===== src/rtl/i2c_xfer_seq_if.sv =====
// i2c_xfer_seq_if: host request/result and byte-controller signals of i2c_xfer_seq.
// req_reg widens to 16 bits when I2C_SEQ_ADDR16_EN is defined.
interface i2c_xfer_seq_if;
`ifdef I2C_SEQ_ADDR16_EN
  localparam int RW = 16;
`else
  localparam int RW = 8;
`endif
  logic          req_valid;
  logic          req_ready;
  logic          req_rd;
  logic [6:0]    req_dev;
  logic [RW-1:0] req_reg;
  logic [7:0]    req_wdata;
  logic          xfer_done;
  logic [1:0]    xfer_err;
  logic [7:0]    rdata;
  logic          busy;
  logic          bc_start;
  logic          bc_stop;
  logic          bc_read;
  logic          bc_write;
  logic          bc_ack_in;
  logic [7:0]    bc_din;
  logic          bc_done;
  logic          bc_ack_out;
  logic          bc_al;
  logic [7:0]    bc_dout;
  modport slave (
    input  req_valid, req_rd, req_dev, req_reg, req_wdata, bc_done, bc_ack_out, bc_al, bc_dout,
    output req_ready, xfer_done, xfer_err, rdata, busy,
    output bc_start, bc_stop, bc_read, bc_write, bc_ack_in, bc_din
  );
  modport master (
    output req_valid, req_rd, req_dev, req_reg, req_wdata, bc_done, bc_ack_out, bc_al, bc_dout,
    input  req_ready, xfer_done, xfer_err, rdata, busy,
    input  bc_start, bc_stop, bc_read, bc_write, bc_ack_in, bc_din
  );
endinterface


===== src/rtl/i2c_xfer_seq.sv =====
// i2c_xfer_seq: sequences an I2C register read/write as byte-controller commands.
// Define I2C_SEQ_ADDR16_EN for 16-bit register addresses (REGH byte sent before REGL).
module i2c_xfer_seq #(
  parameter int TO_W = 20
) (
  input logic          clk,
  input logic          rstn,
  i2c_xfer_seq_if.slave bus
);
`ifdef I2C_SEQ_ADDR16_EN
  localparam int RW = 16;
  localparam bit A16 = 1'b1;
`else
  localparam int RW = 8;
  localparam bit A16 = 1'b0;
`endif
  typedef enum logic [3:0] {IDLE, DEVW, REGH, REGL, WDAT, DEVR, RDAT, ESTOP, FIN} state_t;
  state_t          state, state_n;
  logic [TO_W-1:0] cnt;
  logic [1:0]      err, err_n;
  logic [7:0]      rdata;
  logic            cmd_on, rd;
  logic [6:0]      dev;
  logic [RW-1:0]   reg_a;
  logic [7:0]      wdata;
  logic [4:0]      cmd;
  logic [7:0]      din;
  logic            accept, waiting, tmo, adv;
  assign accept  = state == IDLE && bus.req_valid;
  assign waiting = state inside {DEVW, REGH, REGL, WDAT, DEVR, RDAT, ESTOP};
  // the increment that would reach 2^TO_W-1 ends the wait
  assign tmo     = waiting && cnt == {{(TO_W-1){1'b1}}, 1'b0};
  assign adv     = waiting && bus.bc_done && !bus.bc_al && !tmo;
  always_ff @(posedge clk) begin
    if (!rstn) begin
      state  <= IDLE;
      cnt    <= '0;
      cmd_on <= 1'b0;
      err    <= 2'b00;
      rdata  <= 8'h00;
      rd     <= 1'b0;
      dev    <= 7'h00;
      reg_a  <= '0;
      wdata  <= 8'h00;
    end else begin
      state  <= state_n;
      cnt    <= (state_n != state || !waiting) ? '0 : cnt + 1'b1;
      // commands of a newly entered state wait one cycle, except the first byte after accept
      cmd_on <= state == IDLE || state_n == state;
      err    <= err_n;
      if (accept) {rd, dev, reg_a, wdata} <= {bus.req_rd, bus.req_dev, bus.req_reg, bus.req_wdata};
      if (adv && state == RDAT) rdata <= bus.bc_dout;
    end
  end
  always_comb begin
    state_n = state;
    err_n   = err;
    if (accept) begin
      state_n = DEVW;
      err_n   = 2'b00;
    end else if (state == FIN) begin
      state_n = IDLE;
    end else if (waiting && bus.bc_al) begin
      state_n = FIN;
      err_n   = 2'b10;
    end else if (tmo) begin
      state_n = FIN;
      err_n   = 2'b11;
    end else if (adv && bus.bc_ack_out && state inside {DEVW, REGH, REGL, DEVR}) begin
      state_n = ESTOP;
      err_n   = 2'b01;
    end else if (adv) begin
      err_n = (state == WDAT && bus.bc_ack_out) ? 2'b01 : err;
      case (state)
        DEVW:    state_n = A16 ? REGH : REGL;
        REGH:    state_n = REGL;
        REGL:    state_n = rd ? DEVR : WDAT;
        DEVR:    state_n = RDAT;
        default: state_n = FIN;
      endcase
    end
  end
  always_comb begin
    cmd = 5'b00000;
    din = 8'h00;
    case (state)
      DEVW:    begin cmd = 5'b10010; din = {dev, 1'b0};     end
      REGH:    begin cmd = 5'b00010; din = reg_a[RW-1 -: 8]; end
      REGL:    begin cmd = 5'b00010; din = reg_a[7:0];       end
      WDAT:    begin cmd = 5'b01010; din = wdata;            end
      DEVR:    begin cmd = 5'b10010; din = {dev, 1'b1};     end
      RDAT:    cmd = 5'b01101;
      ESTOP:   cmd = 5'b01000;
      default: cmd = 5'b00000;
    endcase
  end
  assign {bus.bc_start, bus.bc_stop, bus.bc_read, bus.bc_write, bus.bc_ack_in} = cmd_on ? cmd : 5'b00000;
  assign bus.bc_din    = cmd_on ? din : 8'h00;
  assign bus.req_ready = state == IDLE;
  assign bus.busy      = state != IDLE;
  assign bus.xfer_done = state == FIN;
  assign bus.xfer_err  = err;
  assign bus.rdata     = rdata;
endmodule


===== src/flat_wrapper.sv =====
// flat-port wrapper written by rule: the top's interface ports become plain ports
module i2c_xfer_seq_flat 
#(
  parameter int TO_W = 20
)
  (clk, rstn, bus_req_valid, bus_req_rd, bus_req_dev, bus_req_reg, bus_req_wdata, bus_bc_done, bus_bc_ack_out, bus_bc_al, bus_bc_dout, bus_req_ready, bus_xfer_done, bus_xfer_err, bus_rdata, bus_busy, bus_bc_start, bus_bc_stop, bus_bc_read, bus_bc_write, bus_bc_ack_in, bus_bc_din);
  i2c_xfer_seq_if bus_i ();
  input logic clk;
  input logic rstn;
  input wire logic [$bits(bus_i.req_valid)-1:0] bus_req_valid;
  input wire logic [$bits(bus_i.req_rd)-1:0] bus_req_rd;
  input wire logic [$bits(bus_i.req_dev)-1:0] bus_req_dev;
  input wire logic [$bits(bus_i.req_reg)-1:0] bus_req_reg;
  input wire logic [$bits(bus_i.req_wdata)-1:0] bus_req_wdata;
  input wire logic [$bits(bus_i.bc_done)-1:0] bus_bc_done;
  input wire logic [$bits(bus_i.bc_ack_out)-1:0] bus_bc_ack_out;
  input wire logic [$bits(bus_i.bc_al)-1:0] bus_bc_al;
  input wire logic [$bits(bus_i.bc_dout)-1:0] bus_bc_dout;
  output wire logic [$bits(bus_i.req_ready)-1:0] bus_req_ready;
  output wire logic [$bits(bus_i.xfer_done)-1:0] bus_xfer_done;
  output wire logic [$bits(bus_i.xfer_err)-1:0] bus_xfer_err;
  output wire logic [$bits(bus_i.rdata)-1:0] bus_rdata;
  output wire logic [$bits(bus_i.busy)-1:0] bus_busy;
  output wire logic [$bits(bus_i.bc_start)-1:0] bus_bc_start;
  output wire logic [$bits(bus_i.bc_stop)-1:0] bus_bc_stop;
  output wire logic [$bits(bus_i.bc_read)-1:0] bus_bc_read;
  output wire logic [$bits(bus_i.bc_write)-1:0] bus_bc_write;
  output wire logic [$bits(bus_i.bc_ack_in)-1:0] bus_bc_ack_in;
  output wire logic [$bits(bus_i.bc_din)-1:0] bus_bc_din;
  assign bus_i.req_valid = bus_req_valid;
  assign bus_i.req_rd = bus_req_rd;
  assign bus_i.req_dev = bus_req_dev;
  assign bus_i.req_reg = bus_req_reg;
  assign bus_i.req_wdata = bus_req_wdata;
  assign bus_i.bc_done = bus_bc_done;
  assign bus_i.bc_ack_out = bus_bc_ack_out;
  assign bus_i.bc_al = bus_bc_al;
  assign bus_i.bc_dout = bus_bc_dout;
  assign bus_req_ready = bus_i.req_ready;
  assign bus_xfer_done = bus_i.xfer_done;
  assign bus_xfer_err = bus_i.xfer_err;
  assign bus_rdata = bus_i.rdata;
  assign bus_busy = bus_i.busy;
  assign bus_bc_start = bus_i.bc_start;
  assign bus_bc_stop = bus_i.bc_stop;
  assign bus_bc_read = bus_i.bc_read;
  assign bus_bc_write = bus_i.bc_write;
  assign bus_bc_ack_in = bus_i.bc_ack_in;
  assign bus_bc_din = bus_i.bc_din;
  i2c_xfer_seq #(.TO_W(TO_W)) u_core (.clk(clk), .rstn(rstn), .bus(bus_i));
endmodule

===== config.mk =====
export PLATFORM = sky130hd
export DESIGN_NAME = i2c_xfer_seq_flat
export DESIGN_NICKNAME = d
export VERILOG_FILES = /design/src/rtl/i2c_xfer_seq_if.sv /design/src/rtl/i2c_xfer_seq.sv /design/src/flat_wrapper.sv
export SDC_FILE = /design/constraint.sdc
export NUM_CORES = 1
export LEC_CHECK = 0
export ABC_CLOCK_PERIOD_IN_PS = 2000
export CAP_MARGIN = 25
export CORE_ASPECT_RATIO = 0.6
export CORE_MARGIN = 1
export CORE_UTILIZATION = 46
export CTS_BUF_LIST = sky130_fd_sc_hd__clkbuf_16
export DETAILED_ROUTE_END_ITERATION = 12
export GPL_TIMING_DRIVEN = 0
export PLACE_DENSITY = 0.81
export SETUP_SLACK_MARGIN = 0.05
export SLEW_MARGIN = 25
export SYNTH_ARGS = -nofsm -noshare
export SYNTH_HDL_FRONTEND = slang
export SYNTH_SLANG_ARGS = --single-unit
export TNS_END_PERCENT = 20

===== constraint.sdc =====
create_clock -name clk -period 2 [get_ports clk]
set_input_delay 0.4 -clock clk [delete_from_list [all_inputs] [get_ports clk]]
set_output_delay 0.4 -clock clk [all_outputs]
set_load 0.01 [all_outputs]

* Yosys cells after proc, flatten, opt, wreduce, memory -nomap -nowiden
Cells that the tools add are included.
Cells by class: bitwise gates (word level) 2, multipliers 0, equality and inequality tests 11, order comparisons 0, divide/modulo/power cells 0, add/sub/neg operators 1, shifts and indexed selects 0, mux-type cells 17, reduce and logical (&&, ||, !) cells 27
Operators with widths (number):
- case mux 8 bit (4 select lines) | 1
- case mux 5 bit (5 select lines) | 1
- 2-to-1 mux 4 bit | 6
- adder 20 x 1 -> 20 bit, second input constant | 1
- == test 20 bit, second input constant | 1
- == test 4 x 3 -> 1 bit, second input constant | 4
- nonzero test 4 bit | 4
- case mux 4 bit (3 select lines) | 1
- logical AND 1 bit | 10
- 2-to-1 mux 2 bit | 5
- OR reduction 2 bit | 5
- == test 4 x 2 -> 1 bit, second input constant | 2
- 2-to-1 mux 8 bit | 1
- nonzero test 7 bit | 1
- 2-to-1 mux 5 bit | 1
- == test 4 x 1 -> 1 bit, second input constant | 1
- == test 4 bit | 1
- == test 4 bit, second input constant | 1
- zero test 4 bit | 1
- inequality test 4 bit | 1
- zero test 1 bit | 3
- AND reduction 3 bit | 1
- logical OR 1 bit | 2
- inverter 1 bit | 2
- 2-to-1 mux 1 bit | 1
Storage, ports and cells: output and inout port bits 26, bits in latches 0, memory bits (read-only) 0, bits in writable memories 0, word-level logic and storage cells 67, bits in registers 59, memories 0, input bits 38

* Logic depth before layout (Yosys ltp)
depth in word-level cells 15, depth in mapped cells 10, depth with buffers taken out 8

* Least setup slack after synthesis
No wires, ideal clock.
path kind register to register, start register u_core.cnt[0], end register u_core.cnt[12], library setup time 0.119 ns, stages on the path, launching flop included 11, path slack -0.093 ns, path buffers 2, required time 1.881 ns, data arrival time 1.974 ns, period minus slack after synthesis 2.093 ns, cell sequence dfxtp_1 > inv_1 > ha_1 > and4_1 > and4_4 > buf_8 > a2111oi_0 > o21ai_2 > o2111ai_2 > buf_6 > nor2_4
On the way: cells in the longest elaborated chain, start to end 14, elaborated cells between the ends (all ways) 16, those cells by class add/sub (1); eq/ne (2); mux (6); reduce/logical (7)
RTL lines:
- start, declared | line i2c_xfer_seq.sv:19 | logic [TO_W-1:0] cnt;
- start signal, assigned | line i2c_xfer_seq.sv:47 | cnt <= (state_n != state || !waiting) ? '0 : cnt + 1'b1;
- == test 20 bit | line i2c_xfer_seq.sv:32 | assign tmo = waiting && cnt == {{(TO_W-1){1'b1}}, 1'b0};
- logical AND 1 bit | line i2c_xfer_seq.sv:32
- zero test 1 bit | line i2c_xfer_seq.sv:33 | assign adv = waiting && bus.bc_done && !bus.bc_al && !tmo;
- logical AND 1 bit | line i2c_xfer_seq.sv:33
- logical AND 1 bit (2 in a row) | line i2c_xfer_seq.sv:69 | end else if (adv && bus.bc_ack_out && state inside {DEVW, REGH, REGL, DEVR}) begin
- 2-to-1 mux 4 bit | line i2c_xfer_seq.sv:69
- 2-to-1 mux 4 bit | line i2c_xfer_seq.sv:66 | end else if (tmo) begin
- 2-to-1 mux 4 bit | line i2c_xfer_seq.sv:63 | end else if (waiting && bus.bc_al) begin
- 2-to-1 mux 4 bit | line i2c_xfer_seq.sv:61 | end else if (state == FIN) begin
- 2-to-1 mux 4 bit | line i2c_xfer_seq.sv:58 | if (accept) begin
- inequality test 4 bit | line i2c_xfer_seq.sv:47
- logical OR 1 bit | line i2c_xfer_seq.sv:47
- OR reduction 2 bit (no line)
Parallel ways exist; a longest one is shown, timed or not. A chain may end at the register's enable or synchronous reset.

* Worst setup path in the final report
start register u_core.state[2], end output port bus_bc_din[3]
On the way: cells in the longest elaborated chain, start to end 4, elaborated cells between the ends (all ways) 8, those cells by class eq/ne (5); mux (2); reduce/logical (1)
RTL lines:
- start, declared | line i2c_xfer_seq.sv:18 | state_t state, state_n;
- start signal, assigned | line i2c_xfer_seq.sv:46 | state <= state_n;
- == test 4 x 2 -> 1 bit | line i2c_xfer_seq.sv:86 | case (state)
- OR reduction 2 bit (no line)
- case mux 8 bit (4 select lines) * | line i2c_xfer_seq.sv:86
- 2-to-1 mux 8 bit * | line i2c_xfer_seq.sv:98 | assign bus.bc_din = cmd_on ? din : 8'h00;
- end, declared | line flat_wrapper.sv:29 | output wire logic [$bits(bus_i.bc_din)-1:0] bus_bc_din;
Mark *: on every way between the ends. The rest lies on a longest branch, timed or not.

==> summary.md <==
| Metric | Value |
|---|---|
| Half-perimeter wire length after placement | `6290 um` |
| Failing checks | `setup timing` |
| PD cells | `774 nW/um^2` |
| CTS buffer count | `9` |
| Max-cap violations | `0` |
| Startpoint Class | `flop` |
| Pleak | `1.66 nW` |
| Ant. Diodes | `0` |
| Initial Utilization | `48.4%` |
| Post-synth EDFFs | `0` |
| Fill cell count | `451` |
| Final TNS setup | `-3540 ps` |
| Register bit total from synthesis | `59` |
| Max Clk Rate | `0.462 GHz` |
| Slew headroom | `65.5%` |
| Gpl congestion | `0.908` |
| Die height | `64.5 um` |
| Slew @ Worst Pin | `517 ps` |
| Critical Path AT | `1770 ps` |
| Final Hold Fails | `0` |
| Cell Chain, Critical Path | `buf_6, clkinv_4, nor3_4, buf_6, a22oi_2, nor2_2, a21oi_2, nor2_1, buf_2` |
| WHS | `435 ps` |
| RSZ-0062 raised after global routing | `yes` |
| Post-synth cell types | `59` |
| CP max stage delay | `350 ps` |
| Router iterations before antenna repair | `5` |
| Peak VDD IR | `0.000631 V` |
| Worst EP required | `1600 ps` |
| Post-Syn Area per Cell | `8.33 sq um` |
| Remaining Overflow, GRT | `0` |
| Buffer depth of the longest clock path | `2` |
| Sequential area share after synthesis | `39.4%` |
| CTS tree | `done` |
| Worst path bufs/invs | `4` |
| PortBufs | `62` |
| Initial antenna violation count | `0` |
| CTS root buf | `clkbuf_16` |
| Worst-path clk slew | `50 ps` |
| Slowest stage cell on the critical path | `dfxtp_2` |
| CP Class | `flop to primary output` |
| Status | `finished with violations` |
| Row Count | `22` |
| Fin crit share | `108%` |
| Remaining DRCs | `0` |
| Vias in the first global route | `3058` |
| Die width | `106 um` |
| I/O Pins | `64` |
| Share of cells above drive strength 1 | `31.9%` |
| Total Routing Usage GR | `30.1%` |
| Nets | `496` |
| CTS H-tree lvls | `3` |
| Post-Syn Nets | `400` |
| Final setup fails | `29` |
| Core area | `6190 sq um` |
| Largest net degree at the start of global routing | `11` |
| First-pass GRT wire length | `15400 um` |
| Ys async rst share | `0%` |
| Clk Latency, worst-skew pair | `330 ps` |
| Commonest register cell after synthesis | `dfxtp_1` |
| Die area | `6850 sq um` |
| Layout area overhead | `48.7%` |
| CTS sink count | `59` |
| Via density | `5.77` |
| Vias | `3144` |
| Drt wl/cell | `18.3 um` |
| Min-Delay Path Class | `flop to flop` |
| Pins Over Slew Limit | `0` |
| Fin worst setup slack | `-165 ps` |
| Initial DRC Count | `285` |
| Total power | `3.45 mW` |
| Most frequent CP cell | `buf_6` |
| Cells after Synth | `360` |
| Post-route antenna net violation count | `0` |
| Post-Syn Area | `3000 sq um` |
| Fin Clk Skew | `7.74 ps` |
| Element type at the critical path end | `primary output` |
| Synth warn | `0` |
| Crit Path Max Fanout | `7` |
| Min Tclk post-route | `2170 ps` |
| Critical path's top delay family | `buffers and inverters` |
| Detailed Route WL | `9950 um` |
[Yosys cell counts (2+ instances only)]
library cell   n  area [sq um]
and3_1         8          50.1
a22oi_1        8          60.1
xnor2_1        6          52.6
ha_1           2          25.0
buf_4          3          22.5
nand2_1       64           240
inv_1          7          26.3
and3_4         2          22.5
a211oi_1       2          15.0
and4_4         4          45.0
clkbuf_1      10          37.5
a21oi_1       39           195
nand3b_1       2          15.0
dfxtp_1       59          1180
buf_6          5          56.3
nand4_1        2          12.5
and4_1         2          17.5
clkbuf_8       2          27.5
a31oi_1        3          18.8
nor2_1        34           128
nand3_1       11          55.1
nor3_1         6          30.0
mux2i_1        9          90.1
o21ai_0        4          20.0
nor2_4         2          22.5
clkinv_1       3          11.3
nor2_2        18           113
xor2_1        12           105
[sequential cells by signal, summed over array words and instances, names as in the netlist]
name	cells
u_core.reg_a	8
u_core.bus.xfer_err	2
u_core.state	4
u_core.cnt	20
u_core.dev	7
u_core.rd	1
u_core.bus.rdata	8
u_core.wdata	8
u_core.cmd_on	1
[path summary, 6_finish.rpt]
| path | endpoint | slack, ps | from | cells past startpoint |
|---|---|---|---|---|
| max | bus_bc_din[3] | -170 | u_core.state[2] | 9 |
| min | u_core.cnt[0] | 440 | u_core.cnt[0] | 1 |
| max reg2reg | u_core.cnt[15] | -160 | u_core.state[1] | 10 |
| min reg2reg | u_core.cnt[0] | 440 | u_core.cnt[0] | 1 |
[per-layer routing]
metal / up-vias / global-route usage, % / wire length [um]
met5: - / 0 / 0
met4: 0 / 14.1 / 367
met3: 54 / 13.1 / 1130
met2: 212 / 44.5 / 4380
met1: 1445 / 37.7 / 4080
li1: 1433 / - / -
[logic make-up (layout without fill, tap and decap cells)]
logic type | after synthesis | count (layout) | synth area share, %
xor+xnor | 18 | 18 | 5.26
mux | 9 | 9 | 3.01
fa+ha+maj | 2 | 2 | 0.835
flops | 59 | 59 | 39.4
simple gates | 170 | 170 | 29.7
compound gates | 70 | 70 | 15.1
buf+inv | 32 | 133 | 6.72
[cell type report]
type                    count  area, sq um  share of cell area [%]
clock buffers               9          225                    5.05
multi-input cells         269         1840                    41.2
repair buffers             86          779                    17.5
inverters                  10         56.3                    1.26
flip-flops and latches     59         1190                    26.7
clock inverters             7         61.3                    1.38
well taps                  84          105                    2.36
plain buffers              21          201                    4.52
[cells in the final DEF (no fill, tap or decap), types with 10 or more instances in the layout]
master / count
buf_6: 14
a21oi_1: 36
xor2_1: 12
dfxtp_1: 55
clkdlybuf4s50_1: 45
buf_4: 18
buf_2: 10
nor2_1: 25
nor2_2: 21
clkbuf_16: 10
nand2_1: 60
[worst reg2reg max path, stage by stage, from the launching register on]
cell and delay (ps):
dfxtp_4 360, buf_8 150, buf_12 130, buf_4 150
and2b_1 160, o21ai_1 210, a221oi_2 140, nor4_4 320
o2111ai_4 180, buf_6 200, nor2_2 120
[report_power, final]
part	internal (mW)	switching [mW]
Sequential	1.23	0.0516
Combinational	0.304	0.373
Clock	0.946	0.538
[stage by stage]
step / area, sq um / cells / utilization [%] / worst slack, ps
2_1_floorplan: 3010 / 360 / - / 68.4
3_3_place_gp: 3740 / 506 / 60.3 / -883
3_5_place_dp: 3740 / 506 / 60.3 / -895
4_1_cts: 4360 / 542 / 70.4 / -141
5_1_grt: 4460 / 545 / 72.0 / -231
6_report: 4460 / 545 / 72.0 / -165
[timing repair]
item	4_1_cts	5_1_grt
setup buffers	20	4
pin swaps	26	14
hold buffers	0	0
setup endpoints to repair	57	66
resized for setup	111	28
Note: power is estimated with default switching activity, not from simulation.
